### config.mk
export PLATFORM = sky130hd
export DESIGN_NAME = addsub_sequencer
export DESIGN_NICKNAME = d
export VERILOG_FILES = /design/src/rtl/addsub_sequencer.sv
export SDC_FILE = /design/constraint.sdc
export NUM_CORES = 1
export LEC_CHECK = 0
export BUFFER_PORTS_ARGS = -buffer_cell sky130_fd_sc_hd__buf_2
export CAP_MARGIN = 20
export CELL_PAD_IN_SITES_DETAIL_PLACEMENT = 1
export CELL_PAD_IN_SITES_GLOBAL_PLACEMENT = 1
export CORE_MARGIN = 2
export CORE_UTILIZATION = 40
export CTS_BUF_LIST = sky130_fd_sc_hd__clkbuf_4
export DETAILED_ROUTE_END_ITERATION = 10
export PLACE_DENSITY_LB_ADDON = 0.1
export SLEW_MARGIN = 20
export SYNTH_ARGS = -nofsm -noshare
export SYNTH_HDL_FRONTEND = slang
export SYNTH_SLANG_ARGS = --single-unit
### constraint.sdc
create_clock -name Clock -period 3.05 [get_ports Clock]
set_clock_uncertainty 0.1 [all_clocks]
set_input_delay 0.305 -clock Clock [delete_from_list [all_inputs] [get_ports Clock]]
set_output_delay 0.305 -clock Clock [all_outputs]
set_load 0.02 [all_outputs]
### src/rtl/addsub_sequencer.sv
// Pushbutton-driven 16-bit add/subtract sequencer: debounced Enter steps through
// operand A capture, operand B capture, one-cycle compute and a chained result display.
module addsub_sequencer #(
    parameter int DB_CYCLES = 50000,
    parameter int WIDTH     = 16
) (
    input  logic             Clock,
    input  logic             Reset,
    input  logic             Enter,
    input  logic             Op,
    input  logic [WIDTH-1:0] SW,
    output logic [3:0]       HEX3,
    output logic [3:0]       HEX2,
    output logic [3:0]       HEX1,
    output logic [3:0]       HEX0,
    output logic             Load,
    output logic             Carry,
    output logic             Overflow,
    output logic [1:0]       State
);

    localparam int CW = $clog2(DB_CYCLES + 1);

    typedef enum logic [1:0] {
        GET_A = 2'd0,
        GET_B = 2'd1,
        CALC  = 2'd2,
        SHOW  = 2'd3
    } state_t;

    state_t           state_reg, state_next;
    logic             sync1_reg, sync2_reg;
    logic             db_level_reg, db_prev_reg;
    logic [CW-1:0]    db_count_reg;
    logic             enter_pulse;

    logic [WIDTH-1:0] a_reg, b_reg, result_reg, disp_reg;
    logic             op_reg, carry_reg, ovf_reg, load_reg;

    logic             load_a, load_b, do_calc, load_show, disp_we;
    logic [WIDTH-1:0] b_eff;
    logic [WIDTH:0]   sum;
    logic             ovf;

    // Synchronizer plus debounce: level flips only after DB_CYCLES consecutive mismatches.
    always_ff @(posedge Clock or posedge Reset) begin
        if (Reset) begin
            sync1_reg    <= 1'b0;
            sync2_reg    <= 1'b0;
            db_level_reg <= 1'b0;
            db_prev_reg  <= 1'b0;
            db_count_reg <= '0;
        end else begin
            sync1_reg   <= Enter;
            sync2_reg   <= sync1_reg;
            db_prev_reg <= db_level_reg;
            if (sync2_reg != db_level_reg) begin
                if (db_count_reg == CW'(DB_CYCLES - 1)) begin
                    db_level_reg <= sync2_reg;
                    db_count_reg <= '0;
                end else begin
                    db_count_reg <= db_count_reg + CW'(1);
                end
            end else begin
                db_count_reg <= '0;
            end
        end
    end

    assign enter_pulse = db_level_reg & ~db_prev_reg;

    always_ff @(posedge Clock or posedge Reset) begin
        if (Reset) state_reg <= GET_A;
        else       state_reg <= state_next;
    end

    always_comb begin
        state_next = state_reg;
        case (state_reg)
            GET_A:   if (enter_pulse) state_next = GET_B;
            GET_B:   if (enter_pulse) state_next = CALC;
            CALC:    state_next = SHOW;
            SHOW:    if (enter_pulse) state_next = GET_B;
            default: state_next = GET_A;
        endcase
    end

    always_comb begin
        load_a    = 1'b0;
        load_b    = 1'b0;
        do_calc   = 1'b0;
        load_show = 1'b0;
        case (state_reg)
            GET_A:   load_a    = enter_pulse;
            GET_B:   load_b    = enter_pulse;
            CALC:    do_calc   = 1'b1;
            SHOW:    load_show = enter_pulse;
            default: ;
        endcase
        disp_we = load_a | load_b | do_calc | load_show;
    end

    // Subtract is A + ~B + 1, so bit WIDTH is carry for add and not-borrow for subtract.
    assign b_eff = op_reg ? ~b_reg : b_reg;
    assign sum   = {1'b0, a_reg} + {1'b0, b_eff} + {{WIDTH{1'b0}}, op_reg};
    assign ovf   = (a_reg[WIDTH-1] == b_eff[WIDTH-1]) && (sum[WIDTH-1] != a_reg[WIDTH-1]);

    always_ff @(posedge Clock or posedge Reset) begin
        if (Reset) begin
            a_reg      <= '0;
            b_reg      <= '0;
            op_reg     <= 1'b0;
            result_reg <= '0;
            disp_reg   <= '0;
            carry_reg  <= 1'b0;
            ovf_reg    <= 1'b0;
            load_reg   <= 1'b0;
        end else begin
            load_reg <= disp_we;
            if (load_a) begin
                a_reg    <= SW;
                disp_reg <= SW;
            end
            if (load_b) begin
                b_reg    <= SW;
                op_reg   <= Op;
                disp_reg <= SW;
            end
            if (do_calc) begin
                result_reg <= sum[WIDTH-1:0];
                disp_reg   <= sum[WIDTH-1:0];
                carry_reg  <= sum[WIDTH];
                ovf_reg    <= ovf;
            end
            if (load_show) begin
                a_reg    <= result_reg;
                disp_reg <= result_reg;
            end
        end
    end

    logic [3:0] nib [4];
    generate
        for (genvar gi = 0; gi < 4; gi++) begin : g_nib
            assign nib[gi] = disp_reg[gi*4 +: 4];
        end
    endgenerate

    assign HEX0     = nib[0];
    assign HEX1     = nib[1];
    assign HEX2     = nib[2];
    assign HEX3     = nib[3];
    assign Load     = load_reg;
    assign Carry    = carry_reg;
    assign Overflow = ovf_reg;
    assign State    = state_reg;

endmodule

Yosys cells after proc, flatten, opt, wreduce, memory -nomap -nowiden --
Cells that the tools add are included.
Word-level totals: register bits 90
Operators by class: add/sub/neg operators 3, equality and inequality tests 9, mux-type cells 15, bitwise logic cells 6, reduce and logical (&&, ||, !) cells 7
Operator list (count):
- 16-bit two-way mux | 8
- 16-bit by 16-bit adder with 17-bit output | 1
- 17-bit by 1-bit adder with 17-bit output | 1
- 16-bit by 1-bit adder with 16-bit output, second input constant | 1
- 16-bit == test, second input constant | 1
- 16-bit NOT | 1
- 2-bit case mux with 3 select lines | 1
- 2-bit == test, second input constant | 2
- 1-bit two-way mux | 4
- 2-bit two-way mux | 2
- 2-bit AND reduction | 2
- 4-bit nonzero test | 1
- 1-bit OR | 3
- 2-bit by 1-bit == test with 1-bit output, second input constant | 1
- 2-bit zero test | 1
- 1-bit != test | 2
- 2-bit by 1-bit != test with 1-bit output, second input constant | 1
- 2-bit != test, second input constant | 1
- 2-bit nonzero test | 1
- 2-bit OR reduction | 1
- 1-bit AND | 1
- 1-bit == test | 1
- 1-bit logical AND | 1
- 1-bit NOT | 1

Depth between registers and ports, before layout --
Gate-level depths: netlist of run 1.
depth after elaboration 7, depth in mapped cells 11, gate-level depth less buffers 9

Least setup slack after synthesis of run 1 --
Ideal clock, no wire load.
path kind flip-flop to flip-flop, start register op_reg, end register disp_reg[13], setup time 0.126 ns, data arrival time 2.607 ns, path slack 0.216 ns, stages on the path, launching flop included 11, path buffers 2, period minus slack after synthesis 2.834 ns, cell sequence dfrtp_1 buf_4 buf_1 xor2_1 ha_1 a21oi_2 o22ai_1 a211oi_2 o31ai_4 and2_1 a311o_1
On the way: word-level cells in the longest chain between the ends 5
Ends and longest elaborated chain:
- from (decl) | RTL line 38 | logic op_reg, carry_reg, ovf_reg, load_reg;
- from (signal assigned) | RTL line 126 | op_reg <= Op;
- 16-bit two-way mux | RTL line 104 | assign b_eff = op_reg ? ~b_reg : b_reg;
- 16-bit by 16-bit adder with 17-bit output | RTL line 105 | assign sum = {1'b0, a_reg} + {1'b0, b_eff} + {{WIDTH{1'b0}}, op_reg};
- 17-bit by 1-bit adder with 17-bit output (*) | RTL line 105
- 16-bit two-way mux (*) | RTL line 129 | if (do_calc) begin
- 16-bit two-way mux (*) | RTL line 135 | if (load_show) begin
- to (signal assigned) | RTL line 131 | disp_reg <= sum[WIDTH-1:0];
- to (signal assigned) | RTL line 137 | disp_reg <= result_reg;
- to (decl) | RTL line 37 | logic [WIDTH-1:0] a_reg, b_reg, result_reg, disp_reg;
Every way passes the cells marked *; elsewhere a longest branch is shown, timed or not. A chain may end at the register's enable or synchronous reset.

Final worst setup path of run 1 --
Same ends and word-level chain as after synthesis.

==> flow_summary.yaml, run 1 <==
logic_synthesis:
  synth_fp_nets: 524
  synth_edf_count: 0
  syn-instance-count: 481
  post_synth_num_cell_types: 56
  synth.avg_cell_area_um2: 10.16
  ys_seq_area_share_pct: 46.07
  number_of_storage_elements_in_the_synthesis_netlist: 90
  synth_ff_type: "sky130_fd_sc_hd__dfrtp_1"
  netlist_area_mm2: 0.004888
  yosys_warnings: 0
  synth_async_sr_flop_share_pct: 100.0
worst_setup_path:
  critPathBufInv: 1
  timing.critical_path.cells: "buf_4, xor2_1, ha_1, a21oi_1, o21ai_1, a31oi_4, o31ai_4, a21oi_1, a311o_1"
  worst_path_max_stage_delay_ns: 0.47
  critical_path_peak_fanout: 8
  timing.critical_path.slowest_stage_cell: "sky130_fd_sc_hd__dfrtp_1"
  critical-path-top-delay-family: "compound AO/OA/AOI/OAI gates"
  startpoint_type: "flop"
  worst_ep_arrival_time_ns: 3.14
  path_class: "flop to flop"
  reg2reg_depth: 9
  cp_data_required_time_ns: 3.35
  worstSetupEndpointType: "flop"
  rr_startpoint: "op_reg$_DFFE_PP0P_"
  worst-r2r-setup-slack_ns: 0.21
  crit-reg2reg-capture: "disp_reg[13]$_DFFE_PP0P_"
  critical_path.most_common_cell: "sky130_fd_sc_hd__a21oi_1"
detailed_routing:
  drt.antenna.violating_nets: 0
  totalWireLength_mm: 12.83
  routed-via-count: 3869
  detail_route.iter0.violations: 155
  drt_pre_antenna_iters: 4
  post_drt_wl_per_cell_um: 18.52
  viasPerCell: 5.583
  drcViolationCount: 0
clock_network:
  clk_pin_slew_worst_paths_ns: 0.17
  cts_buffer_depth: 2
  tritoncts: "yes"
  post_cts_resize_count: 0
  sinks_on_clock_net: 90
  cts-root-buf: "sky130_fd_sc_hd__clkbuf_4"
  clock_tree.htree_level_count: 3
  cts-buffers-inserted: 9
  postCtsSetupRepairBufs: 0
  clock_latency_ns: 0.50
  cts_hold_buf: 19
die:
  die_ht_um: 114.6
  die_width_um: 114.6
  die_area_mm2: 0.01312
  number_of_ports_placed_on_the_die_boundary: 41
  placement_row_count: 40
  core_mm2: 0.01196
  initial_utilization_pct: 40.87
grt:
  grt_remaining_overflow: 0
  grt_antenna_before_repair: 0
  pin_count_of_the_biggest_net_entering_global_routing: 50
  grt_first_pass_wirelength_mm: 21.47
  grt_usage_pct: 21.36
  vias_in_the_first_global_route: 4098
min_path:
  min_delay_path_depth: 0
  timing.hold.worst_endpoint: "sync2_reg$_DFF_PP0_"
  hold_start: "sync1_reg$_DFF_PP0_"
  hold_wc_path_type: "flop to flop"
power:
  cellLeakagePower_nw: 2.422
  peakVddDrop_uv: 239.8
  powerDensity_mw_per_mm2: 395.1
timing:
  period_minus_slack_ns: 2.836
  final-hold-violation-count: 0
  drv_slew: 0
  measured_slew_at_the_worst_slew_check_pin_ns: 0.9127
  fmax_mhz: 352.6
  slew_headroom_pct: 38.93
  finalSetupViolations: 0
  fin_crit_sh_pct: 92.98
  setup_repair_after_global_routing_missed_its_margin: "no"
  totalNegativeSetupSlack_ns: 0
placement:
  placement.io_buffers: 40
  dpl_cell_area_mm2: 0.005291
  routability_congestion_estimate_from_global_placement: 0.7822
  dp.final_hpwl_mm: 8.955
run:
  timing.max_cap.violations: 0
final_layout:
  area_growth_syn_to_layout_pct: 14.77
  final_cell_mix: "90 x sky130_fd_sc_hd__dfrtp_1, 50 x sky130_fd_sc_hd__nand2_1, 40 x sky130_fd_sc_hd__buf_2, 38 x sky130_fd_sc_hd__nor2_1, 33 x sky130_fd_sc_hd__o21ai_0"
  drive_above_1_share_pct: 19.23
  antenna_cells_inserted: 0
  fin_nets: 584
  area_of_all_placed_cells_without_fillers_mm2: 0.005610
  final_common_cell: "sky130_fd_sc_hd__dfrtp_1"
status:
  outcome: "completed"
-- cell families after synthesis --
family	after synthesis	share of synthesized area [%]
compound gates	117	16.20
simple gates	130	11.90
fa+ha+maj	23	6.040
flops	90	46.07
buf+inv	37	3.046
mux	42	9.214
xor+xnor	42	7.525
-- how the worst max path moves through the flow --
stage,cells after the start,to,from
after floorplan,10,disp_reg[13]$_DFFE_PP0P_,op_reg$_DFFE_PP0P_
after global placement,8,result_reg[14]$_DFFE_PP0P_,op_reg$_DFFE_PP0P_
after detailed placement,8,result_reg[14]$_DFFE_PP0P_,op_reg$_DFFE_PP0P_
after CTS,8,result_reg[14]$_DFFE_PP0P_,b_reg[0]$_DFFE_PP0P_
after global routing,9,disp_reg[13]$_DFFE_PP0P_,op_reg$_DFFE_PP0P_
final,9,disp_reg[13]$_DFFE_PP0P_,op_reg$_DFFE_PP0P_
-- routing by layer --
layer | wire length (µm) | global-route usage (%) | vias to the layer above | part of all wire (%)
li1 | - | - | 1828 | -
met1 | 5973 | 27.65 | 1982 | 47
met2 | 6297 | 35.46 | 44 | 49
met3 | 372 | 4.659 | 15 | 2.9
met4 | 191 | 7.236 | 0 | 1.5
met5 | 0 | 0 | - | 0
-- area by class of cell --
class                           count  area [µm²]
Fill cell                        1382        6351
Multi-Input combinational cell    354        2491
Sequential cell                    90        2252
Timing Repair Buffer               72       500.5
Tap cell                          147       183.9
Clock buffer                        9       67.56
Clock inverter                      7       61.31
Inverter                           14       53.80
-- report_power, final --
group | leakage, nW | internal [mW] | total, mW | switching, mW
clock | 0.0703 | 0.183 | 0.662 | 0.479
combinational | 1.29 | 0.138 | 0.333 | 0.195
sequential | 1.06 | 1.21 | 1.22 | 0.0121
total | 2.42 | 1.53 | 2.22 | 0.687
-- worst reg2reg max path: stages (launching register included) --
cell and delay (ns):
sky130_fd_sc_hd__dfrtp_1 0.47, sky130_fd_sc_hd__buf_4 0.21, sky130_fd_sc_hd__xor2_1 0.17, sky130_fd_sc_hd__ha_1 0.42, sky130_fd_sc_hd__a21oi_1 0.12, sky130_fd_sc_hd__o21ai_1 0.23
sky130_fd_sc_hd__a31oi_4 0.08, sky130_fd_sc_hd__o31ai_4 0.47, sky130_fd_sc_hd__a21oi_1 0.15, sky130_fd_sc_hd__a311o_1 0.33
-- synthesized netlist by cell type, drive strengths merged, types with 2 or more instances --
| library cell | count | area (µm²) |
|---|---|---|
| a21boi | 3 | 22.52 |
| a21o | 5 | 37.54 |
| a21oi | 24 | 123.9 |
| a221oi | 10 | 93.84 |
| a22oi | 2 | 15.01 |
| a31oi | 6 | 52.55 |
| a41oi | 2 | 17.52 |
| and2 | 3 | 20.03 |
| and3 | 8 | 51.30 |
| buf | 8 | 40.04 |
| clkbuf | 15 | 56.30 |
| dfrtp | 90 | 2252 |
| ha | 22 | 275.3 |
| inv | 14 | 52.55 |
| mux2 | 24 | 270.3 |
| mux2i | 18 | 180.2 |
| nand2 | 50 | 187.7 |
| nand3 | 10 | 50.05 |
| nand4 | 9 | 56.30 |
| nor2 | 39 | 148.9 |
| nor3 | 5 | 25.02 |
| o211ai | 6 | 45.04 |
| o21a | 4 | 30.03 |
| o21ai | 36 | 180.2 |
| o22ai | 4 | 25.02 |
| o2bb2ai | 3 | 26.28 |
| o31ai | 3 | 36.28 |
| xnor2 | 15 | 131.4 |
| xor2 | 27 | 236.5 |
-- stage by stage --
stage / hold WS [ns] / total power, mW / utilization, % / instances / worst slack (ns)
after detailed placement: 0.2405 / 1.558 / 44.24 / 658 / 0.2429
after floorplan: 0.2312 / 1.470 / - / 481 / 0.2165
after global placement: 0.2366 / 1.551 / 44.24 / 658 / 0.2850
after global routing: 0.2789 / 2.325 / 46.90 / 693 / 0.03825
after CTS: 0.2774 / 2.249 / 46.90 / 693 / 0.2057
final: 0.2743 / 2.217 / 46.90 / 693 / 0.2140
(Power assumes the default switching activity.)
==> inputs of run 2 (changes only) <==
==> constraint.sdc (replaced) <==
create_clock -name Clock -period 3.05 [get_ports Clock]
set_clock_uncertainty 0.1 [all_clocks]
set_input_delay 0.4575 -clock Clock [delete_from_list [all_inputs] [get_ports Clock]]
set_output_delay 0.4575 -clock Clock [all_outputs]
set_load 0.02 [all_outputs]
==> run 2 against run 1 <==
Register-to-register slack gained 0.04 ns. Global-route usage shrank 0.79 points. Wire length shrank 3.7%. Critical path type unchanged. Die area is the same. Critical endpoint is now result_reg[15]$_DFFE_PP0P_. Worst hold slack lost 0.14 ns. Largest power group unchanged.
==> flow_summary.yaml, run 2 (synthesized netlist as in run 1, its figures left out) <==
clock_network:
  clock_latency_ns: 0.49
  sinks_on_clock_net: 90
  cts_buffer_depth: 2
  clock_tree.htree_level_count: 3
  cts-buffers-inserted: 9
  tritoncts: "yes"
  clk_pin_slew_worst_paths_ns: 0.14
  cts-root-buf: "sky130_fd_sc_hd__clkbuf_4"
  postCtsSetupRepairBufs: 0
timing:
  period_minus_slack_ns: 2.793
  final-hold-violation-count: 0
  slew_headroom_pct: 35.21
  setup_slack_ns: 0.2573
  fin_worst_hold_slack_ns: 0.1367
  fin_crit_sh_pct: 91.57
  setup_repair_after_global_routing_missed_its_margin: "no"
  finalSetupViolations: 0
  drv_slew: 0
  totalNegativeSetupSlack_ns: 0
  measured_slew_at_the_worst_slew_check_pin_ns: 0.9683
  fmax_mhz: 358.1
die:
  initial_utilization_pct: 40.87
  die_width_um: 114.6
  core_mm2: 0.01196
  placement_row_count: 40
  die_ht_um: 114.6
  die_area_mm2: 0.01312
  number_of_ports_placed_on_the_die_boundary: 41
power:
  post-layout-total-power_mw: 2.403
  peakVddDrop_uv: 233.0
  powerDensity_mw_per_mm2: 438.4
  cellLeakagePower_nw: 2.368
detailed_routing:
  m1WireLength_mm: 5.862
  detail_route.iter0.violations: 125
  drt.antenna.violating_nets: 0
  post_drt_wl_per_cell_um: 18.34
  maxUsedRoutingLayer: "met4"
  viasPerCell: 5.500
  drt_pre_antenna_iters: 4
  route.met3.wl_um: 402
  routed-via-count: 3707
  drcViolationCount: 0
  totalWireLength_mm: 12.36
  met2_length_mm: 5.933
worst_setup_path:
  path_class: "flop to flop"
  worst_ep_arrival_time_ns: 3.07
  crit-reg2reg-capture: "result_reg[15]$_DFFE_PP0P_"
  reg2reg_depth: 9
  startpoint_type: "flop"
  critical_path_peak_fanout: 8
  rr_startpoint: "op_reg$_DFFE_PP0P_"
  cp_data_required_time_ns: 3.33
  worst-r2r-setup-slack_ns: 0.26
  worstSetupEndpointType: "flop"
min_path:
  hold_wc_path_type: "primary input to flop"
  timing.hold.worst_endpoint: "b_reg[7]$_DFFE_PP0P_"
  min_delay_path_depth: 2
  hold_start: "SW[7]"
grt:
  pin_count_of_the_biggest_net_entering_global_routing: 60
  grt_remaining_overflow: 0
  vias_in_the_first_global_route: 3958
  grt_antenna_before_repair: 0
  grt_first_pass_wirelength_mm: 20.62
  grt_usage_pct: 20.57
final_layout:
  antenna_cells_inserted: 0
  fin_nets: 565
  final_cell_mix: "90 x sky130_fd_sc_hd__dfrtp_1, 50 x sky130_fd_sc_hd__nand2_1, 40 x sky130_fd_sc_hd__buf_2, 38 x sky130_fd_sc_hd__nor2_1, 33 x sky130_fd_sc_hd__o21ai_0"
  layout.core_utilization_pct: 45.83
  drive_above_1_share_pct: 19.54
  area_growth_syn_to_layout_pct: 12.13
  final_common_cell: "sky130_fd_sc_hd__dfrtp_1"
placement:
  routability_congestion_estimate_from_global_placement: 0.7913
  dp.final_hpwl_mm: 8.736
  place_worst_setup_slack_ns: 0.2302
  placement.io_buffers: 40
status:
  outcome: "completed"
run:
  timing.max_cap.violations: 0
==> run 2: timing repair <==
action                     4_1_cts  5_1_grt
gates resized for setup          0        0
hold buffers                     2        0
hold endpoints to repair        32        0
setup endpoints to repair        0        0
==> run 2: critical path: stages (launching register included) <==
cell                       delay [ns]
sky130_fd_sc_hd__dfrtp_1         0.47
sky130_fd_sc_hd__buf_4           0.23
sky130_fd_sc_hd__xor2_1          0.21
sky130_fd_sc_hd__ha_1            0.29
sky130_fd_sc_hd__a21oi_2         0.30
sky130_fd_sc_hd__o22ai_1         0.16
sky130_fd_sc_hd__a211oi_2        0.23
sky130_fd_sc_hd__o31ai_4         0.17
sky130_fd_sc_hd__and2_2          0.22
sky130_fd_sc_hd__o311ai_1        0.31
==> run 2: final cells by class <==
type	count	area [µm²]
clock buffer	11	82.58
clock inverter	5	102.6
fill	1373	6480
inverter	14	53.80
multi-input combinational	354	2491
sequential	90	2252
tap	147	183.9
timing repair buffer	53	315.3
==> run 2: power by group <==
part,internal [mW],total (mW),switching [mW]
Clock,0.432,0.867,0.435
Sequential,1.21,1.22,0.0117
Combinational,0.123,0.315,0.192
Total,1.76,2.40,0.639
==> run 2: how the worst max path moves through the flow <==
stage	from	endpoint	slack [ns]	cells past startpoint
CTS	op_reg$_DFFE_PP0P_	result_reg[15]$_DFFE_PP0P_	0.19	9
global route	op_reg$_DFFE_PP0P_	result_reg[15]$_DFFE_PP0P_	0.03	9
detailed placement	op_reg$_DFFE_PP0P_	result_reg[15]$_DFFE_PP0P_	0.23	9
global placement	op_reg$_DFFE_PP0P_	result_reg[14]$_DFFE_PP0P_	0.30	8
finish	op_reg$_DFFE_PP0P_	result_reg[15]$_DFFE_PP0P_	0.26	9
floorplan	Reset	Carry$_DFFE_PP0P_	0.16	1
==> run 2: metal layers <==
metal  global-route usage (%)  up-vias
met4                    6.504        0
met3                    4.129       10
met2                    33.57       49
met1                    27.52     1858
met5                        0        -
li1                         -     1790
==> run 2: stage by stage <==
stage	instances	area (µm²)
finish	674	5482
floorplan	481	4888
global route	674	5482
global placement	656	5276
CTS	674	5482
detailed placement	656	5276
